===== src/rtl/regbank_wb_arbiter_if.sv =====
// Write-back request/grant bundle between the four
// requesters and the register-bank write-port arbiter.
interface regbank_wb_arbiter_if;
  logic        hold;

  logic        alu_valid;
  logic        alu_ready;
  logic [4:0]  alu_addr;
  logic [31:0] alu_data;

  logic        mem_valid;
  logic        mem_ready;
  logic [4:0]  mem_addr;
  logic [31:0] mem_data;

  logic        mul_valid;
  logic        mul_ready;
  logic [4:0]  mul_addr;
  logic [31:0] mul_lo;
  logic [31:0] mul_hi;

  logic        link_valid;
  logic        link_ready;
  logic [31:0] link_data;

  logic [1:0]  RegWrite;
  logic [4:0]  writeAdd;
  logic [31:0] writeData;
  logic [31:0] highData;
  logic [31:0] raDataIn;
  logic [1:0]  last_grant;

  modport slave (
    input  hold,
    input  alu_valid, alu_addr, alu_data,
    input  mem_valid, mem_addr, mem_data,
    input  mul_valid, mul_addr, mul_lo, mul_hi,
    input  link_valid, link_data,
    output alu_ready, mem_ready,
    output mul_ready, link_ready,
    output RegWrite, writeAdd, writeData,
    output highData, raDataIn, last_grant
  );

  modport master (
    output hold,
    output alu_valid, alu_addr, alu_data,
    output mem_valid, mem_addr, mem_data,
    output mul_valid, mul_addr, mul_lo, mul_hi,
    output link_valid, link_data,
    input  alu_ready, mem_ready,
    input  mul_ready, link_ready,
    input  RegWrite, writeAdd, writeData,
    input  highData, raDataIn, last_grant
  );
endinterface


===== src/rtl/regbank_wb_arbiter.sv =====
// Round-robin write-back arbiter for the register bank.
// Ports: clk, rst (sync, active-low), bus (slave modport).
module regbank_wb_arbiter (
  input  logic clk,
  input  logic rst,
  regbank_wb_arbiter_if.slave bus
);
  logic [3:0] valid;
  logic [3:0] chosen;
  logic [3:0] ready;
  logic [1:0] idx;

  assign valid = {bus.link_valid, bus.mul_valid,
                  bus.mem_valid, bus.alu_valid};

  // Search starts one past the previous winner and
  // wraps, so 2-bit addition gives the modulo for free.
  always_comb begin
    chosen = '0;
    idx    = '0;
    for (int k = 1; k < 5; k++) begin
      idx = bus.last_grant + 2'(k);
      if (chosen == '0 && valid[idx])
        chosen[idx] = 1'b1;
    end
  end

  assign ready = chosen & {4{~bus.hold & rst}};

  assign bus.alu_ready  = ready[0];
  assign bus.mem_ready  = ready[1];
  assign bus.mul_ready  = ready[2];
  assign bus.link_ready = ready[3];

  always_ff @(posedge clk) begin
    if (!rst) begin
      bus.RegWrite   <= 2'd0;
      bus.writeAdd   <= 5'd0;
      bus.writeData  <= 32'd0;
      bus.highData   <= 32'd0;
      bus.raDataIn   <= 32'd0;
      bus.last_grant <= 2'd3;
    end else begin
      bus.RegWrite <= 2'd0;
      unique case (1'b1)
        ready[0]: begin
          bus.last_grant <= 2'd0;
          // x0 writes are accepted but not issued
          bus.RegWrite   <= (bus.alu_addr != 5'd0)
                            ? 2'd1 : 2'd0;
          bus.writeAdd   <= bus.alu_addr;
          bus.writeData  <= bus.alu_data;
        end
        ready[1]: begin
          bus.last_grant <= 2'd1;
          bus.RegWrite   <= (bus.mem_addr != 5'd0)
                            ? 2'd1 : 2'd0;
          bus.writeAdd   <= bus.mem_addr;
          bus.writeData  <= bus.mem_data;
        end
        ready[2]: begin
          // high word still lands even for x0
          bus.last_grant <= 2'd2;
          bus.RegWrite   <= 2'd2;
          bus.writeAdd   <= bus.mul_addr;
          bus.writeData  <= bus.mul_lo;
          bus.highData   <= bus.mul_hi;
        end
        ready[3]: begin
          bus.last_grant <= 2'd3;
          bus.RegWrite   <= 2'd3;
          bus.writeAdd   <= 5'd31;
          bus.writeData  <= 32'd0;
          bus.raDataIn   <= bus.link_data;
        end
        default: ;
      endcase
    end
  end
endmodule


===== src/flat_wrapper.sv =====
// flat-port wrapper written by rule: the top's interface ports become plain ports
module regbank_wb_arbiter_flat 
  (clk, rst, bus_hold, bus_alu_valid, bus_alu_addr, bus_alu_data, bus_mem_valid, bus_mem_addr, bus_mem_data, bus_mul_valid, bus_mul_addr, bus_mul_lo, bus_mul_hi, bus_link_valid, bus_link_data, bus_alu_ready, bus_mem_ready, bus_mul_ready, bus_link_ready, bus_RegWrite, bus_writeAdd, bus_writeData, bus_highData, bus_raDataIn, bus_last_grant);
  regbank_wb_arbiter_if bus_i ();
  input  logic clk;
  input  logic rst;
  input wire logic [$bits(bus_i.hold)-1:0] bus_hold;
  input wire logic [$bits(bus_i.alu_valid)-1:0] bus_alu_valid;
  input wire logic [$bits(bus_i.alu_addr)-1:0] bus_alu_addr;
  input wire logic [$bits(bus_i.alu_data)-1:0] bus_alu_data;
  input wire logic [$bits(bus_i.mem_valid)-1:0] bus_mem_valid;
  input wire logic [$bits(bus_i.mem_addr)-1:0] bus_mem_addr;
  input wire logic [$bits(bus_i.mem_data)-1:0] bus_mem_data;
  input wire logic [$bits(bus_i.mul_valid)-1:0] bus_mul_valid;
  input wire logic [$bits(bus_i.mul_addr)-1:0] bus_mul_addr;
  input wire logic [$bits(bus_i.mul_lo)-1:0] bus_mul_lo;
  input wire logic [$bits(bus_i.mul_hi)-1:0] bus_mul_hi;
  input wire logic [$bits(bus_i.link_valid)-1:0] bus_link_valid;
  input wire logic [$bits(bus_i.link_data)-1:0] bus_link_data;
  output wire logic [$bits(bus_i.alu_ready)-1:0] bus_alu_ready;
  output wire logic [$bits(bus_i.mem_ready)-1:0] bus_mem_ready;
  output wire logic [$bits(bus_i.mul_ready)-1:0] bus_mul_ready;
  output wire logic [$bits(bus_i.link_ready)-1:0] bus_link_ready;
  output wire logic [$bits(bus_i.RegWrite)-1:0] bus_RegWrite;
  output wire logic [$bits(bus_i.writeAdd)-1:0] bus_writeAdd;
  output wire logic [$bits(bus_i.writeData)-1:0] bus_writeData;
  output wire logic [$bits(bus_i.highData)-1:0] bus_highData;
  output wire logic [$bits(bus_i.raDataIn)-1:0] bus_raDataIn;
  output wire logic [$bits(bus_i.last_grant)-1:0] bus_last_grant;
  assign bus_i.hold = bus_hold;
  assign bus_i.alu_valid = bus_alu_valid;
  assign bus_i.alu_addr = bus_alu_addr;
  assign bus_i.alu_data = bus_alu_data;
  assign bus_i.mem_valid = bus_mem_valid;
  assign bus_i.mem_addr = bus_mem_addr;
  assign bus_i.mem_data = bus_mem_data;
  assign bus_i.mul_valid = bus_mul_valid;
  assign bus_i.mul_addr = bus_mul_addr;
  assign bus_i.mul_lo = bus_mul_lo;
  assign bus_i.mul_hi = bus_mul_hi;
  assign bus_i.link_valid = bus_link_valid;
  assign bus_i.link_data = bus_link_data;
  assign bus_alu_ready = bus_i.alu_ready;
  assign bus_mem_ready = bus_i.mem_ready;
  assign bus_mul_ready = bus_i.mul_ready;
  assign bus_link_ready = bus_i.link_ready;
  assign bus_RegWrite = bus_i.RegWrite;
  assign bus_writeAdd = bus_i.writeAdd;
  assign bus_writeData = bus_i.writeData;
  assign bus_highData = bus_i.highData;
  assign bus_raDataIn = bus_i.raDataIn;
  assign bus_last_grant = bus_i.last_grant;
  regbank_wb_arbiter u_core (.clk(clk), .rst(rst), .bus(bus_i));
endmodule

===== config.mk =====
export PLATFORM = sky130hd
export DESIGN_NAME = regbank_wb_arbiter_flat
export DESIGN_NICKNAME = d
export VERILOG_FILES = /design/src/rtl/regbank_wb_arbiter_if.sv /design/src/rtl/regbank_wb_arbiter.sv /design/src/flat_wrapper.sv
export SDC_FILE = /design/constraint.sdc
export NUM_CORES = 1
export LEC_CHECK = 0
export BUFFER_PORTS_ARGS = -buffer_cell sky130_fd_sc_hd__buf_2
export CORE_UTILIZATION = 30
export DETAILED_ROUTE_END_ITERATION = 10
export GPL_TIMING_DRIVEN = 0
export PLACE_DENSITY_LB_ADDON = 0.3
export SLEW_MARGIN = 20
export SYNTH_ARGS = -nofsm -noshare
export SYNTH_HDL_FRONTEND = slang
export SYNTH_SLANG_ARGS = --single-unit

===== constraint.sdc =====
create_clock -name clk -period 3.5 [get_ports clk]
set_clock_uncertainty 0.1 [all_clocks]
set_input_delay 0.175 -clock clk [delete_from_list [all_inputs] [get_ports clk]]
set_output_delay 0.175 -clock clk [all_outputs]
set_load 0.02 [all_outputs]

==> flow_summary.yaml, run 1 <==
setup_path:
  critPathMaxFanout: 10
  cp_data_arrival_time_ns: 3.59
  crit_required_ns: 3.69
  crit_slowest_cell: "mux4_2"
  cp_common_cell: "buf_6"
  worstSetupPathType: "reg2reg"
  startpoint_type: "flip-flop"
  reg2reg_from: "u_core.bus.last_grant[0]$_SDFFE_PN1P_"
  setup.worst_path.start: "u_core.bus.last_grant[0]$_SDFFE_PN1P_"
  slowest_delay_ns: 0.41
  endpoint_kind: "flip-flop"
  crit_chain: "buf_8, clkinvlp_4, ha_4, mux4_2, o21a_1, a211o_1, o211ai_4, o22ai_4, or3_1, buf_6, buf_6, o21ai_1, o211a_1"
synth:
  ys.flop_type: "dfxtp_1"
  synth_seq_area_share_pct: 43.6
  synth_edf_count: 0
  syn_avg_cell_area_um2: 8.25
  ys_types: 48
  syn_inst: 585
  synth_area_um2: 4830
  synth-async-reset-ratio_pct: 0
  ys_ff_latch: 105
  yosysWarnings: 0
  syn_nets: 775
sta:
  rsz0062_at_grt: "true"
  max_slew_margin_pct: 61.4
  fin_crit_sh_pct: 97.2
  tightest_slew_ns: 0.579
  layout_setup_ws_ns: 0.0996
  min_period_ns: 3.40
  drv_slew: 0
  tns_ns: 0
  whs_ns: 0.0187
  finalHoldViolCount: 0
  max_freq_ghz: 0.294
  setup_violations: 0
clock_tree:
  htreeDepth: 3
  cts_inserted_buffers: 9
  clock_path_buffers: 2
  cts_tree: "yes"
  cts_sinks: 105
  root_buffer: "clkbuf_16"
  clk_latency_ns: 0.35
  clk_pin_slew_ns: 0.07
placed_design:
  hpwl_um: 13500
  io_buffers: 289
  dp_slack_ns: -0.559
  routabilityCongestion: 0.848
  placed_area_um2: 6540
final_layout:
  seqCellArea_um2: 2110
  fin_nets: 1157
  multi_input_area_um2: 2660
  final_area_um2: 7910
  syn_to_final_growth_pct: 63.8
  nFillCells: 1476
  mostFrequentLayoutCells: "292 x buf_2, 136 x nand2_1, 103 x dfxtp_1"
  antenna_cells: 0
  drive_gt1_share_pct: 39.6
  layout_commonest_cell: "buf_2"
hold_path:
  min-delay-start: "bus_alu_addr[4]"
  hp-class: "in2reg"
routing:
  wl_um: 18400
  vias_per_cell: 4.87
  drc_errors: 0
  avgRoutedWirePerCell_um: 15.6
  drt_first_pass_iters: 5
  vias: 5767
  antenna_left: 0
  drtIter0Drc: 249
floorplanning:
  initial_core_util_pct: 31.3
  num_rows: 45
  core_um2: 15400
  fp.dieW_um: 129
  io_pins: 291
  dieHeight_um: 129
  dieArea_um2: 16600
power:
  p_leak_nw: 3.91
  peakVddDrop_mv: 0.311
  p_per_area_nw_per_um2: 736
global_routing:
  antenna_found_initial: 0
  grt_pass1_wl_um: 27200
  grtUsageTotal_pct: 21.3
  grt_max_degree: 20
  overflow: 0
  grt_pass1_vias: 5370
job:
  cap_violations: 0
run_status:
  status: "completed"
through the flow:
step | total power, W | utilization (%) | std cells
6_report | 0.00582 | 51.2 | 1183
5_1_grt | 0.00618 | 51.2 | 1183
4_1_cts | 0.00569 | 50.2 | 1178
3_5_place_dp | 0.00437 | 42.4 | 1085
3_3_place_gp | 0.00435 | 42.4 | 1085
2_1_floorplan | 0.00347 | - | 585
where the power goes:
group,leakage [nW],internal (W),switching [W]
clock network,0.158,0.000593,0.000492
registers,0.860,0.00158,0.000196
logic,2.89,0.00120,0.00176
total,3.91,0.00337,0.00245
flip-flops by register name, indices dropped and copies added (netlist names):
register               flops
u_core.bus.RegWrite        2
u_core.bus.highData       32
u_core.bus.last_grant      2
u_core.bus.raDataIn       32
u_core.bus.writeAdd        5
u_core.bus.writeData      32
kinds of logic after synthesis:
logic type / share of synthesized area (%)
buf+inv: 4.87
mux: 2.67
flops: 43.6
compound gates: 30.4
fa+ha+maj: 2.07
simple gates: 16.4
layout make-up:
| class | count | share of cell area, % |
|---|---|---|
| tap | 211 | 3.34 |
| multi-input combinational | 429 | 33.6 |
| buffer | 41 | 3.39 |
| inverter | 6 | 0.332 |
| clock inverter | 6 | 0.997 |
| clock buffer | 10 | 3.02 |
| sequential | 105 | 26.7 |
| timing repair buffer | 375 | 28.6 |
final timing paths:
path | endpoint | slack, ns | cells after the start
setup / recovery | u_core.bus.writeData[12]$_SDFFE_PN0P_ | 0.1 | 13
hold / removal | u_core.bus.writeAdd[4]$_SDFFE_PN0P_ | 0.02 | 3
setup reg to reg | u_core.bus.writeData[12]$_SDFFE_PN0P_ | 0.1 | 13
hold reg to reg | u_core.bus.highData[2]$_SDFFE_PN0N_ | 0.34 | 2
metal layers:
| metal | part of all wire, % | up-vias | track usage, % |
|---|---|---|---|
| li1 | - | 2860 | - |
| met1 | 40 | 2620 | 23.6 |
| met2 | 50 | 262 | 39.0 |
| met3 | 7.7 | 25 | 4.78 |
| met4 | 2.1 | 0 | 9.48 |
| met5 | 0 | - | 0 |
cell usage after synthesis (2+ instances only):
cell         n  area share [%]
mux2i_1      5             1.0
buf_6        4            0.93
o22ai_2      2            0.52
a22oi_1     34             5.3
nand2_1    136              11
mux4_2       3             1.4
dfxtp_1    105              44
o21ai_1     88             9.1
nand2b_1     3            0.39
o2bb2ai_1    4            0.73
clkbuf_1    28             2.2
or4_1        2            0.31
inv_1        6            0.47
o211a_1     33             6.8
a221oi_1     4            0.73
o211ai_1     3            0.47
buf_2       11             1.1
a21boi_1     2            0.31
nand3_1      2            0.21
o2111ai_1    3            0.54
and3_1       2            0.26
a31oi_1      2            0.26
nand4_1      3            0.39
o31ai_1      2            0.31
or3_1        2            0.26
a211o_1      2            0.36
buf_1        2            0.16
nor3_1       2            0.21
nor2_1      39             3.0
a21oi_1     11             1.1
ha_1         8             2.1
o21a_1       4            0.62
o22ai_1      3            0.39
o21ai_0     11             1.1
critical path: cells and delay by family (launching register included):
kind,cells,cell delay (ns)
multiplexers,1,0.41
AO/OA/AOI/OAI,6,1.16
flip-flops,1,0.37
AND/OR/NAND/NOR,1,0.40
buffers and inverters,4,0.57
adder cells (fa/ha/maj),1,0.32
what timing repair did:
item	in CTS	in global routing
buffers inserted	11	8
setup endpoints to repair	107	88
gates resized for setup	35	41
pin swaps	5	8
hold endpoints to repair	67	0
hold buffers	67	0
Note: power is estimated with default switching activity, not from simulation.
==> inputs of run 2 (changes only) <==
- RECOVER_POWER: unset -> 50
==> flow_summary.yaml, run 2 (synthesis gave the netlist of run 1 again) <==
routing:
  drc_errors: 0
  vias_per_cell: 4.87
  drtIter0Drc: 276
  antenna_left: 0
  drt_first_pass_iters: 5
  wl_um: 18400
  avgRoutedWirePerCell_um: 15.5
  vias: 5761
sta:
  whs_ns: 0.0187
  drv_slew: 0
  setup_violations: 0
  min_period_ns: 3.40
  rsz0062_at_grt: "true"
  max_slew_margin_pct: 61.2
  max_freq_ghz: 0.294
  finalHoldViolCount: 0
  fin_crit_sh_pct: 97.1
  tightest_slew_ns: 0.582
final_layout:
  drive_gt1_share_pct: 31.8
  reg_top3: "u_core.bus.highData (32), u_core.bus.raDataIn (32), u_core.bus.writeData (32)"
  layout_commonest_cell: "buf_2"
  final_area_um2: 7810
  syn_to_final_growth_pct: 61.9
  fin_cells: 1183
  antenna_cells: 0
  fin_nets: 1157
  mostFrequentLayoutCells: "216 x buf_2, 136 x nand2_1, 103 x dfxtp_1"
  post-route-util_pct: 50.6
  nFillCells: 1506
clock_tree:
  cts_sinks: 105
  clk_latency_ns: 0.35
  cts_tree: "yes"
  clock_path_buffers: 2
  cts_inserted_buffers: 9
  htreeDepth: 3
  root_buffer: "clkbuf_16"
  clk_pin_slew_ns: 0.07
placed_design:
  dp.cells: 1085
  placed_area_um2: 6540
  routabilityCongestion: 0.848
  io_buffers: 289
  hpwl_um: 13500
global_routing:
  grt_pass1_wl_um: 27200
  grt_max_degree: 20
  grt_pass1_vias: 5370
  overflow: 0
  grtUsageTotal_pct: 21.3
  antenna_found_initial: 0
setup_path:
  r2r_cells: 13
  critPathMaxFanout: 10
  crit_required_ns: 3.70
  startpoint_type: "flip-flop"
  worstSetupPathType: "reg2reg"
  cp_data_arrival_time_ns: 3.59
  endpoint_kind: "flip-flop"
floorplanning:
  io_pins: 291
  dieHeight_um: 129
  dieArea_um2: 16600
  num_rows: 45
  core_um2: 15400
  fp.dieW_um: 129
  initial_core_util_pct: 31.3
hold_path:
  holdPathStages: 3
  hp-class: "in2reg"
power:
  p_per_area_nw_per_um2: 736
  peakVddDrop_mv: 0.310
  p_leak_nw: 3.60
  power.total_w: 0.00575
run_status:
  status: "completed"
job:
  cap_violations: 0
-- run 2: cell count changes in the layout (fill, tap and decap cells not counted), sizes merged --
cell	previous run	this run
clkbuf	35	111
buf	324	248
-- run 2: area by class of cell --
class / instances / area (µm²) / share of cell area, %
timing repair buffer: 375 / 2170 / 27.7
tap: 211 / 264 / 3.38
clock buffer: 10 / 239 / 3.06
sequential: 105 / 2110 / 27.0
buffer: 41 / 268 / 3.43
multi-input combinational: 429 / 2660 / 34.0
clock inverter: 6 / 78.8 / 1.01
inverter: 6 / 26.3 / 0.336
-- run 2: layer usage --
metal / GRT usage, % / wire length (µm) / part of all wire [%]
met5: 0 / 0 / 0
met3: 4.78 / 1390 / 7.5
met4: 9.48 / 384 / 2.1
met2: 39.0 / 9210 / 50
met1: 23.6 / 7410 / 40
-- run 2: critical path, cell delays in order (launching register included) --
cell        delay (ns)
dfxtp_4           0.37
buf_8             0.14
clkinvlp_4        0.13
ha_4              0.32
mux4_2            0.41
o21a_1            0.15
a211o_1           0.31
o211ai_4          0.25
o22ai_4           0.13
or3_1             0.40
buf_6             0.16
buf_6             0.14
o21ai_1           0.15
o211a_1           0.17
-- run 2: final timing paths --
check,start,slack [ns],to
worst max-delay path,u_core.bus.last_grant[0]$_SDFFE_PN1P_,0.10,u_core.bus.writeData[12]$_SDFFE_PN0P_
worst min-delay path,bus_alu_addr[4],0.02,u_core.bus.writeAdd[4]$_SDFFE_PN0P_
worst max register to register,u_core.bus.last_grant[0]$_SDFFE_PN1P_,0.10,u_core.bus.writeData[12]$_SDFFE_PN0P_
worst min register to register,u_core.bus.highData[2]$_SDFFE_PN0N_,0.34,u_core.bus.highData[2]$_SDFFE_PN0N_
-- run 2: repair_timing --
| item | in CTS | in global routing |
|---|---|---|
| gates resized for setup | 35 | 41 |
| endpoints found under the setup margin | 107 | 88 |
| pin swaps | 5 | 8 |
| hold buffers | 67 | 0 |
| hold endpoints to repair | 67 | 0 |
| setup buffers | 11 | 8 |
-- run 2: where the power goes --
part	total [W]	internal, W	switching [W]	leakage, nW
Clock	0.00108	0.000593	0.000490	0.158
Sequential	0.00179	0.00158	0.000204	0.860
Combinational	0.00288	0.00112	0.00175	2.58
Total	0.00575	0.00330	0.00245	3.60
-- run 2: metrics by stage --
stage          setup TNS, ns  worst slack [ns]
6_report                   0             0.101
5_1_grt               -0.928           -0.0485
4_1_cts                    0           0.00200
3_5_place_dp          -35.45            -0.559
3_3_place_gp          -34.40            -0.565
2_1_floorplan              0             0.113
